**src/rtl/types.sv**
```systemverilog
// Shared type definitions for the router input path.
//   flit_t      : one flit as carried on the router's input port
//   arb_state_t : flit_input_arbiter FSM state, exported for debug visibility
package types;

    typedef logic [31:0] flit_t;

    typedef enum logic [1:0] {
        ST_IDLE     = 2'd0,
        ST_LOCK_NOC = 2'd1,
        ST_LOCK_CPU = 2'd2
    } arb_state_t;

endpackage

```
**src/rtl/flit_input_arbiter_if.sv**
```systemverilog
// Signal bundle around flit_input_arbiter.
//   noc_flit*            : link-side source (flit, valid, is_tail in; ready out of arbiter)
//   cpu_flit*            : CPU injection source (same shape as the link side)
//   transfered_flit*     : granted flit towards the router (ready comes from the router)
//   transfered_head_flit : head flit of the packet currently being forwarded
//   is_from_cpu          : granted flit originates from the CPU source
//   packet_abort         : one-cycle pulse when the watchdog drops a locked packet
//   dbg_*                : FSM state, stall counter and round-robin pointer for observation
// Handshake: a flit moves when valid and ready are both high in the same cycle; a source
// holding valid without seeing ready keeps its flit and is_tail stable until it is taken.
// Modport master is the environment side (sources + router), slave is the arbiter.
interface flit_input_arbiter_if;

    types::flit_t       noc_flit;
    logic               noc_flit_valid;
    logic               noc_flit_is_tail;
    logic               noc_flit_ready;

    types::flit_t       cpu_flit;
    logic               cpu_flit_valid;
    logic               cpu_flit_is_tail;
    logic               cpu_flit_ready;

    types::flit_t       transfered_flit;
    logic               transfered_flit_valid;
    logic               transfered_flit_ready;
    types::flit_t       transfered_head_flit;
    logic               is_from_cpu;
    logic               packet_abort;

    types::arb_state_t  dbg_state;
    logic [15:0]        dbg_stall_cnt;
    logic               dbg_prio_cpu;

    modport master (
        output noc_flit, noc_flit_valid, noc_flit_is_tail,
        input  noc_flit_ready,
        output cpu_flit, cpu_flit_valid, cpu_flit_is_tail,
        input  cpu_flit_ready,
        input  transfered_flit, transfered_flit_valid,
        output transfered_flit_ready,
        input  transfered_head_flit, is_from_cpu, packet_abort,
        input  dbg_state, dbg_stall_cnt, dbg_prio_cpu
    );

    modport slave (
        input  noc_flit, noc_flit_valid, noc_flit_is_tail,
        output noc_flit_ready,
        input  cpu_flit, cpu_flit_valid, cpu_flit_is_tail,
        output cpu_flit_ready,
        output transfered_flit, transfered_flit_valid,
        input  transfered_flit_ready,
        output transfered_head_flit, is_from_cpu, packet_abort,
        output dbg_state, dbg_stall_cnt, dbg_prio_cpu
    );

endinterface

```
**src/rtl/flit_input_arbiter.sv**
```systemverilog
// flit_input_arbiter
// Shares the router's single flit input between the link receiver and the local CPU.
// A grant is held from head flit to tail flit so packets never interleave; between
// packets the sources alternate round-robin. A watchdog drops a locked packet whose
// source (or the router) stalls for STALL_TIMEOUT consecutive cycles.
// Ports:
//   nocclk : clock, all state on the rising edge
//   rst    : asynchronous reset, active-high; also forces all outputs inactive while high
//   bus    : flit_input_arbiter_if.slave (both sources, router side, debug state)
module flit_input_arbiter #(
    parameter int  STALL_TIMEOUT = 16,
    localparam int CNT_W         = $clog2(STALL_TIMEOUT + 1)
) (
    input  logic                  nocclk,
    input  logic                  rst,
    flit_input_arbiter_if.slave   bus
);

    import types::*;

    arb_state_t        state_q, state_d;
    logic              prio_cpu_q, prio_cpu_d;
    flit_t             head_q, head_d;
    logic [CNT_W-1:0]  stall_cnt_q, stall_cnt_d;
    // IDLE winner latch: once a winner is shown without being taken, keep it.
    logic              hold_q, hold_d;
    logic              hold_cpu_q, hold_cpu_d;

    logic              held_live;
    logic              grant_cpu;
    logic              grant_valid;
    logic              grant_tail;
    flit_t             grant_flit;
    logic              xfer;
    logic              timeout_hit;

    // ------------------------------------------------------------------
    // State register
    // ------------------------------------------------------------------
    always_ff @(posedge nocclk or posedge rst) begin
        if (rst) begin
            state_q     <= ST_IDLE;
            prio_cpu_q  <= 1'b0;
            head_q      <= '0;
            stall_cnt_q <= '0;
            hold_q      <= 1'b0;
            hold_cpu_q  <= 1'b0;
        end else begin
            state_q     <= state_d;
            prio_cpu_q  <= prio_cpu_d;
            head_q      <= head_d;
            stall_cnt_q <= stall_cnt_d;
            hold_q      <= hold_d;
            hold_cpu_q  <= hold_cpu_d;
        end
    end

    // ------------------------------------------------------------------
    // Next-state logic
    // ------------------------------------------------------------------
    always_comb begin
        state_d     = state_q;
        prio_cpu_d  = prio_cpu_q;
        head_d      = head_q;
        stall_cnt_d = stall_cnt_q;
        hold_d      = 1'b0;
        hold_cpu_d  = hold_cpu_q;

        unique case (state_q)
            ST_IDLE: begin
                stall_cnt_d = '0;
                // Remember a shown-but-not-taken winner so a late rival cannot steal it.
                hold_d      = grant_valid && !xfer;
                hold_cpu_d  = grant_cpu;
                if (xfer) begin
                    head_d = grant_flit;
                    if (grant_tail) begin
                        // Single-flit packet: hand priority to the other source.
                        prio_cpu_d = !grant_cpu;
                    end else begin
                        state_d = grant_cpu ? ST_LOCK_CPU : ST_LOCK_NOC;
                    end
                end
            end

            default: begin
                // LOCK_NOC / LOCK_CPU. Ending the packet (tail or abort) always
                // gives priority to the source that was not locked.
                if (xfer) begin
                    stall_cnt_d = '0;
                    if (grant_tail) begin
                        state_d    = ST_IDLE;
                        prio_cpu_d = (state_q == ST_LOCK_NOC);
                    end
                end else if (timeout_hit) begin
                    state_d     = ST_IDLE;
                    stall_cnt_d = '0;
                    prio_cpu_d  = (state_q == ST_LOCK_NOC);
                end else begin
                    stall_cnt_d = stall_cnt_q + CNT_W'(1);
                end
            end
        endcase
    end

    // ------------------------------------------------------------------
    // Grant resolution and outputs (pure mux, no register stage)
    // ------------------------------------------------------------------
    always_comb begin
        // A latched winner only counts while it still presents valid; if it
        // withdrew, fall back to normal arbitration rather than deadlock.
        held_live = hold_q && (hold_cpu_q ? bus.cpu_flit_valid : bus.noc_flit_valid);

        grant_cpu = 1'b0;
        unique case (state_q)
            ST_IDLE: begin
                if (held_live) begin
                    grant_cpu = hold_cpu_q;
                end else if (bus.cpu_flit_valid && bus.noc_flit_valid) begin
                    grant_cpu = prio_cpu_q;
                end else begin
                    grant_cpu = bus.cpu_flit_valid;
                end
            end
            ST_LOCK_CPU: grant_cpu = 1'b1;
            default:     grant_cpu = 1'b0;
        endcase

        grant_flit  = grant_cpu ? bus.cpu_flit         : bus.noc_flit;
        grant_valid = grant_cpu ? bus.cpu_flit_valid   : bus.noc_flit_valid;
        grant_tail  = grant_cpu ? bus.cpu_flit_is_tail : bus.noc_flit_is_tail;
        xfer        = grant_valid && bus.transfered_flit_ready && !rst;

        // Counter already holds STALL_TIMEOUT-1 stalled cycles: this one is the last.
        timeout_hit = (state_q != ST_IDLE) && !xfer &&
                      (stall_cnt_q == CNT_W'(STALL_TIMEOUT - 1));

        bus.transfered_flit       = grant_flit;
        bus.transfered_flit_valid = grant_valid && !rst;
        bus.is_from_cpu           = grant_cpu && !rst;
        bus.cpu_flit_ready        = grant_cpu && bus.transfered_flit_ready && !rst;
        bus.noc_flit_ready        = !grant_cpu && bus.transfered_flit_ready && !rst;
        if (rst) begin
            bus.transfered_head_flit = '0;
        end else if (state_q == ST_IDLE) begin
            bus.transfered_head_flit = grant_flit;
        end else begin
            bus.transfered_head_flit = head_q;
        end
        bus.packet_abort          = timeout_hit && !rst;

        bus.dbg_state             = state_q;
        bus.dbg_stall_cnt         = 16'(stall_cnt_q);
        bus.dbg_prio_cpu          = prio_cpu_q;
    end

endmodule

```
**src/flat_wrapper.sv**
```systemverilog
// flat-port wrapper written by rule: the top's interface ports become plain ports
module flit_input_arbiter_flat import types::*;
#(
    parameter int  STALL_TIMEOUT = 16,
    localparam int CNT_W         = $clog2(STALL_TIMEOUT + 1)
)
  (nocclk, rst, bus_noc_flit, bus_noc_flit_valid, bus_noc_flit_is_tail, bus_noc_flit_ready, bus_cpu_flit, bus_cpu_flit_valid, bus_cpu_flit_is_tail, bus_cpu_flit_ready, bus_transfered_flit, bus_transfered_flit_valid, bus_transfered_flit_ready, bus_transfered_head_flit, bus_is_from_cpu, bus_packet_abort, bus_dbg_state, bus_dbg_stall_cnt, bus_dbg_prio_cpu);
  flit_input_arbiter_if bus_i ();
  input  logic nocclk;
  input  logic rst;
  input wire logic [$bits(bus_i.noc_flit)-1:0] bus_noc_flit;
  input wire logic [$bits(bus_i.noc_flit_valid)-1:0] bus_noc_flit_valid;
  input wire logic [$bits(bus_i.noc_flit_is_tail)-1:0] bus_noc_flit_is_tail;
  output wire logic [$bits(bus_i.noc_flit_ready)-1:0] bus_noc_flit_ready;
  input wire logic [$bits(bus_i.cpu_flit)-1:0] bus_cpu_flit;
  input wire logic [$bits(bus_i.cpu_flit_valid)-1:0] bus_cpu_flit_valid;
  input wire logic [$bits(bus_i.cpu_flit_is_tail)-1:0] bus_cpu_flit_is_tail;
  output wire logic [$bits(bus_i.cpu_flit_ready)-1:0] bus_cpu_flit_ready;
  output wire logic [$bits(bus_i.transfered_flit)-1:0] bus_transfered_flit;
  output wire logic [$bits(bus_i.transfered_flit_valid)-1:0] bus_transfered_flit_valid;
  input wire logic [$bits(bus_i.transfered_flit_ready)-1:0] bus_transfered_flit_ready;
  output wire logic [$bits(bus_i.transfered_head_flit)-1:0] bus_transfered_head_flit;
  output wire logic [$bits(bus_i.is_from_cpu)-1:0] bus_is_from_cpu;
  output wire logic [$bits(bus_i.packet_abort)-1:0] bus_packet_abort;
  output wire logic [$bits(bus_i.dbg_state)-1:0] bus_dbg_state;
  output wire logic [$bits(bus_i.dbg_stall_cnt)-1:0] bus_dbg_stall_cnt;
  output wire logic [$bits(bus_i.dbg_prio_cpu)-1:0] bus_dbg_prio_cpu;
  assign bus_i.noc_flit = bus_noc_flit;
  assign bus_i.noc_flit_valid = bus_noc_flit_valid;
  assign bus_i.noc_flit_is_tail = bus_noc_flit_is_tail;
  assign bus_noc_flit_ready = bus_i.noc_flit_ready;
  assign bus_i.cpu_flit = bus_cpu_flit;
  assign bus_i.cpu_flit_valid = bus_cpu_flit_valid;
  assign bus_i.cpu_flit_is_tail = bus_cpu_flit_is_tail;
  assign bus_cpu_flit_ready = bus_i.cpu_flit_ready;
  assign bus_transfered_flit = bus_i.transfered_flit;
  assign bus_transfered_flit_valid = bus_i.transfered_flit_valid;
  assign bus_i.transfered_flit_ready = bus_transfered_flit_ready;
  assign bus_transfered_head_flit = bus_i.transfered_head_flit;
  assign bus_is_from_cpu = bus_i.is_from_cpu;
  assign bus_packet_abort = bus_i.packet_abort;
  assign bus_dbg_state = bus_i.dbg_state;
  assign bus_dbg_stall_cnt = bus_i.dbg_stall_cnt;
  assign bus_dbg_prio_cpu = bus_i.dbg_prio_cpu;
  flit_input_arbiter #(.STALL_TIMEOUT(STALL_TIMEOUT)) u_core (.nocclk(nocclk), .rst(rst), .bus(bus_i));
endmodule
```
**config.mk**
```make
export PLATFORM = sky130hd
export DESIGN_NAME = flit_input_arbiter_flat
export DESIGN_NICKNAME = d
export VERILOG_FILES = /design/src/rtl/types.sv /design/src/rtl/flit_input_arbiter_if.sv /design/src/rtl/flit_input_arbiter.sv /design/src/flat_wrapper.sv
export SDC_FILE = /design/constraint.sdc
export NUM_CORES = 1
export LEC_CHECK = 0
export ABC_AREA = 1
export CAP_MARGIN = 0
export CELL_PAD_IN_SITES_DETAIL_PLACEMENT = 1
export CELL_PAD_IN_SITES_GLOBAL_PLACEMENT = 1
export CORE_MARGIN = 2
export CORE_UTILIZATION = 27
export CTS_CLUSTER_SIZE = 25
export DETAILED_ROUTE_END_ITERATION = 8
export PLACE_DENSITY = 0.93
export SLEW_MARGIN = 20
export SYNTH_ARGS = -nofsm -noshare
export SYNTH_HDL_FRONTEND = slang
export SYNTH_SLANG_ARGS = --single-unit
```
**constraint.sdc**
```tcl
create_clock -name nocclk -period 6.6 [get_ports nocclk]
set_input_delay 1.65 -clock nocclk [delete_from_list [all_inputs] [get_ports nocclk]]
set_output_delay 1.65 -clock nocclk [all_outputs]
set_load 0.03 [all_outputs]
```
==> flow_metrics.tcl <==
set metrics [dict create \
    final_cell_mix "nand2_1, clkdlybuf4s50_1, o21ai_0" \
    grt_usage_pct 18.5 \
    path_max_fanout 34 \
    place.gp.congestion 0.771 \
    maxSlewViolCount 0 \
    fin_crit_ps 5780 \
    via_per_inst 4.77 \
    rsz0062_at_grt "false" \
    mappedNetlistArea_um2 2780 \
    p_int_mw 1.03 \
    ys_types 25 \
    cp.required_ps 4950 \
    die-area_um2 11100 \
    p_clk_share_pct 6.9 \
    ir_drop_uv 224 \
    final_core_util_pct 42.8 \
    pwr-share-seq_pct 18.7 \
    drt_wl_total_um 10400 \
    nNetsFinal 625 \
    root_buffer "clkbuf_8" \
    ctsResizeCount 0 \
    postCtsSetupBuffers 0 \
    route.vias.total 3285 \
    grt_use_met2_pct 34.1 \
    hpwl_um 7730 \
    switching_share_pct 55.0 \
    grt_max_degree 53 \
    routedWlPerCell_um 15.1 \
    cts_hold_buf 0 \
    chipHeight_um 105 \
    start_util_pct 27.4 \
    yosysSeqAreaShare_pct 37.8 \
    met1_usage_pct 20.7 \
    cp.arrival_ps 4130 \
    crit_type "input port to primary output" \
    antenna-diode-count 0 \
    whs_path_depth 1 \
    hold_path_class "flip-flop to flip-flop" \
    leakage_nw 2.04 \
    numCtsBuffers 5 \
    drcViolationCount 0 \
    fill_cells 1277 \
    htreeDepth 2 \
    r2r_cells 5 \
    ant_nets 0 \
    gr-total-overflow 0 \
    fin_crit_sh_pct 87.6 \
    coreArea_um2 10100 \
    pwr-share-comb_pct 74.4 \
    startpoint_type "input port" \
    grt_pass1_vias 3477 \
    num_rows 37 \
    clock_sinks 42 \
    drive_gt1_share_pct 4.16 \
    grt_antenna_before_repair 0 \
    worstSkewPairLatency_ps 290 \
    syn_to_final_growth_pct 56.3 \
    synth_cells 420 \
    grt_use_met3_pct 5.01 \
    netSwitchingPower_mw 1.26 \
    syn_avg_cell_area_um2 6.62 \
    cp-end-kind "primary output" \
    drt_iter0_drc 86 \
    fmax_ghz 0.173 \
    port_buffers 147 \
    yosys_warnings 0 \
    final_common_cell "nand2_1" \
    setup_viol 0 \
    top_usage_layer "met2" \
    clk_pin_slew_ps 80 \
    tightestPinTransition_ps 889 \
    cap_violations 0 \
    ios 159 \
    skew_ps 7.19 \
    status "complete, no violations" \
    finalSetupTns_ps 0 \
    drt-pass1-iter-count 4 \
    synth-seq-cells 42 \
    fp.dieW_um 105 \
    cts_tree "built" \
    relSlewSlack_pct 40.7 \
    hold_viol_final 0 \
    grt_pass1_wl_um 16800 \
    p_per_area_nw_per_um2 526 \
    clockBufferDepth 2 \
]
## power by group through the flow
stage | Clock [mW] | Sequential [mW] | Combinational (mW)
2_1_floorplan | 0 | 0.443 | 1.06
3_3_place_gp | 0 | 0.422 | 1.65
3_5_place_dp | 0 | 0.432 | 1.71
4_1_cts | 0.165 | 0.427 | 1.72
5_1_grt | 0.174 | 0.439 | 1.85
6_report | 0.159 | 0.427 | 1.70
## critical path: stages
cell,delay [ps]
clkdlybuf4s50_1,490
nand3_1,120
nand3_4,120
nand2_2,70
inv_2,470
nand2_1,140
nand2_1,130
nand2_1,80
a21oi_1,150
clkdlybuf4s50_1,700
## cell usage after synthesis
master | instances | share of area [%]
buf_6 | 4 | 1.6
nand3_2 | 4 | 1.4
nor2_1 | 11 | 1.5
nand2_2 | 1 | 0.23
inv_2 | 3 | 0.41
nand3b_1 | 1 | 0.27
o21ai_1 | 14 | 2.5
nor3b_1 | 1 | 0.27
a21oi_1 | 32 | 5.8
dfrtp_1 | 42 | 38
xor2_1 | 1 | 0.32
nand3_4 | 1 | 0.63
inv_1 | 38 | 5.1
buf_4 | 14 | 3.8
buf_2 | 5 | 0.90
nor3_1 | 2 | 0.36
o21ai_0 | 50 | 9.0
xnor2_1 | 1 | 0.32
nand2_1 | 166 | 22
clkbuf_1 | 13 | 1.8
ha_1 | 1 | 0.45
conb_1 | 1 | 0.13
nor2_4 | 2 | 0.81
nor4_1 | 1 | 0.23
nand3_1 | 11 | 2.0
## logic make-up (layout without fill, tap and decap cells)
kind of cell / after synthesis / count (layout) / synth area share [%]
xor+xnor: 2 / 2 / 0.630
compound gates: 96 / 96 / 17.3
buf+inv: 77 / 200 / 13.6
simple gates: 201 / 201 / 30.1
fa+ha+maj: 1 / 1 / 0.450
flops: 42 / 42 / 37.8
other cells: 1 / 11 / 0.135
## through the flow
step	hold WS [ps]	cell area [µm²]	total power, mW	std cells	setup WS (ps)
6_report	518	4340	2.28	689	817
5_1_grt	543	4340	2.46	689	598
4_1_cts	523	4340	2.32	689	770
3_5_place_dp	506	4270	2.15	682	805
3_3_place_gp	472	4270	2.07	682	917
2_1_floorplan	450	2820	1.51	430	1780
## worst paths after layout
| check | slack (ps) | to | startpoint |
|---|---|---|---|
| worst max-delay path | 820 | bus_transfered_head_flit[8] | bus_noc_flit_valid |
| worst min-delay path | 520 | u_core.stall_cnt_q[0] | u_core.stall_cnt_q[0] |
| worst max register to register | 4020 | u_core.head_q[19] | u_core.bus.dbg_state[1] |
| worst min register to register | 520 | u_core.stall_cnt_q[0] | u_core.stall_cnt_q[0] |
| max in group asynchronous | 4340 | u_core.head_q[0] | rst |
| min in group asynchronous | 1870 | u_core.head_q[14] | rst |
## layout make-up
type	instances	area, µm²	share of cell area (%)
repair buffers	152	1500	34.6
multi-input cells	311	1390	32.0
flip-flops and latches	42	1050	24.2
well taps	136	170	3.92
inverters	41	154	3.54
clock buffers	7	76.3	1.76
## per-layer routing
layer	routed length, µm	vias up
li1	-	1561
met3	810	17
met2	5190	124
met4	161	0
met1	4210	1583
met5	0	-
## flip-flops by register name, indices dropped and copies added, names as in the netlist
name                     flops
u_core.bus.dbg_prio_cpu      1
u_core.bus.dbg_state         2
u_core.head_q               32
u_core.hold_cpu_q            1
u_core.hold_q                1
u_core.stall_cnt_q           5
Power figures use the tool's default switching activity.
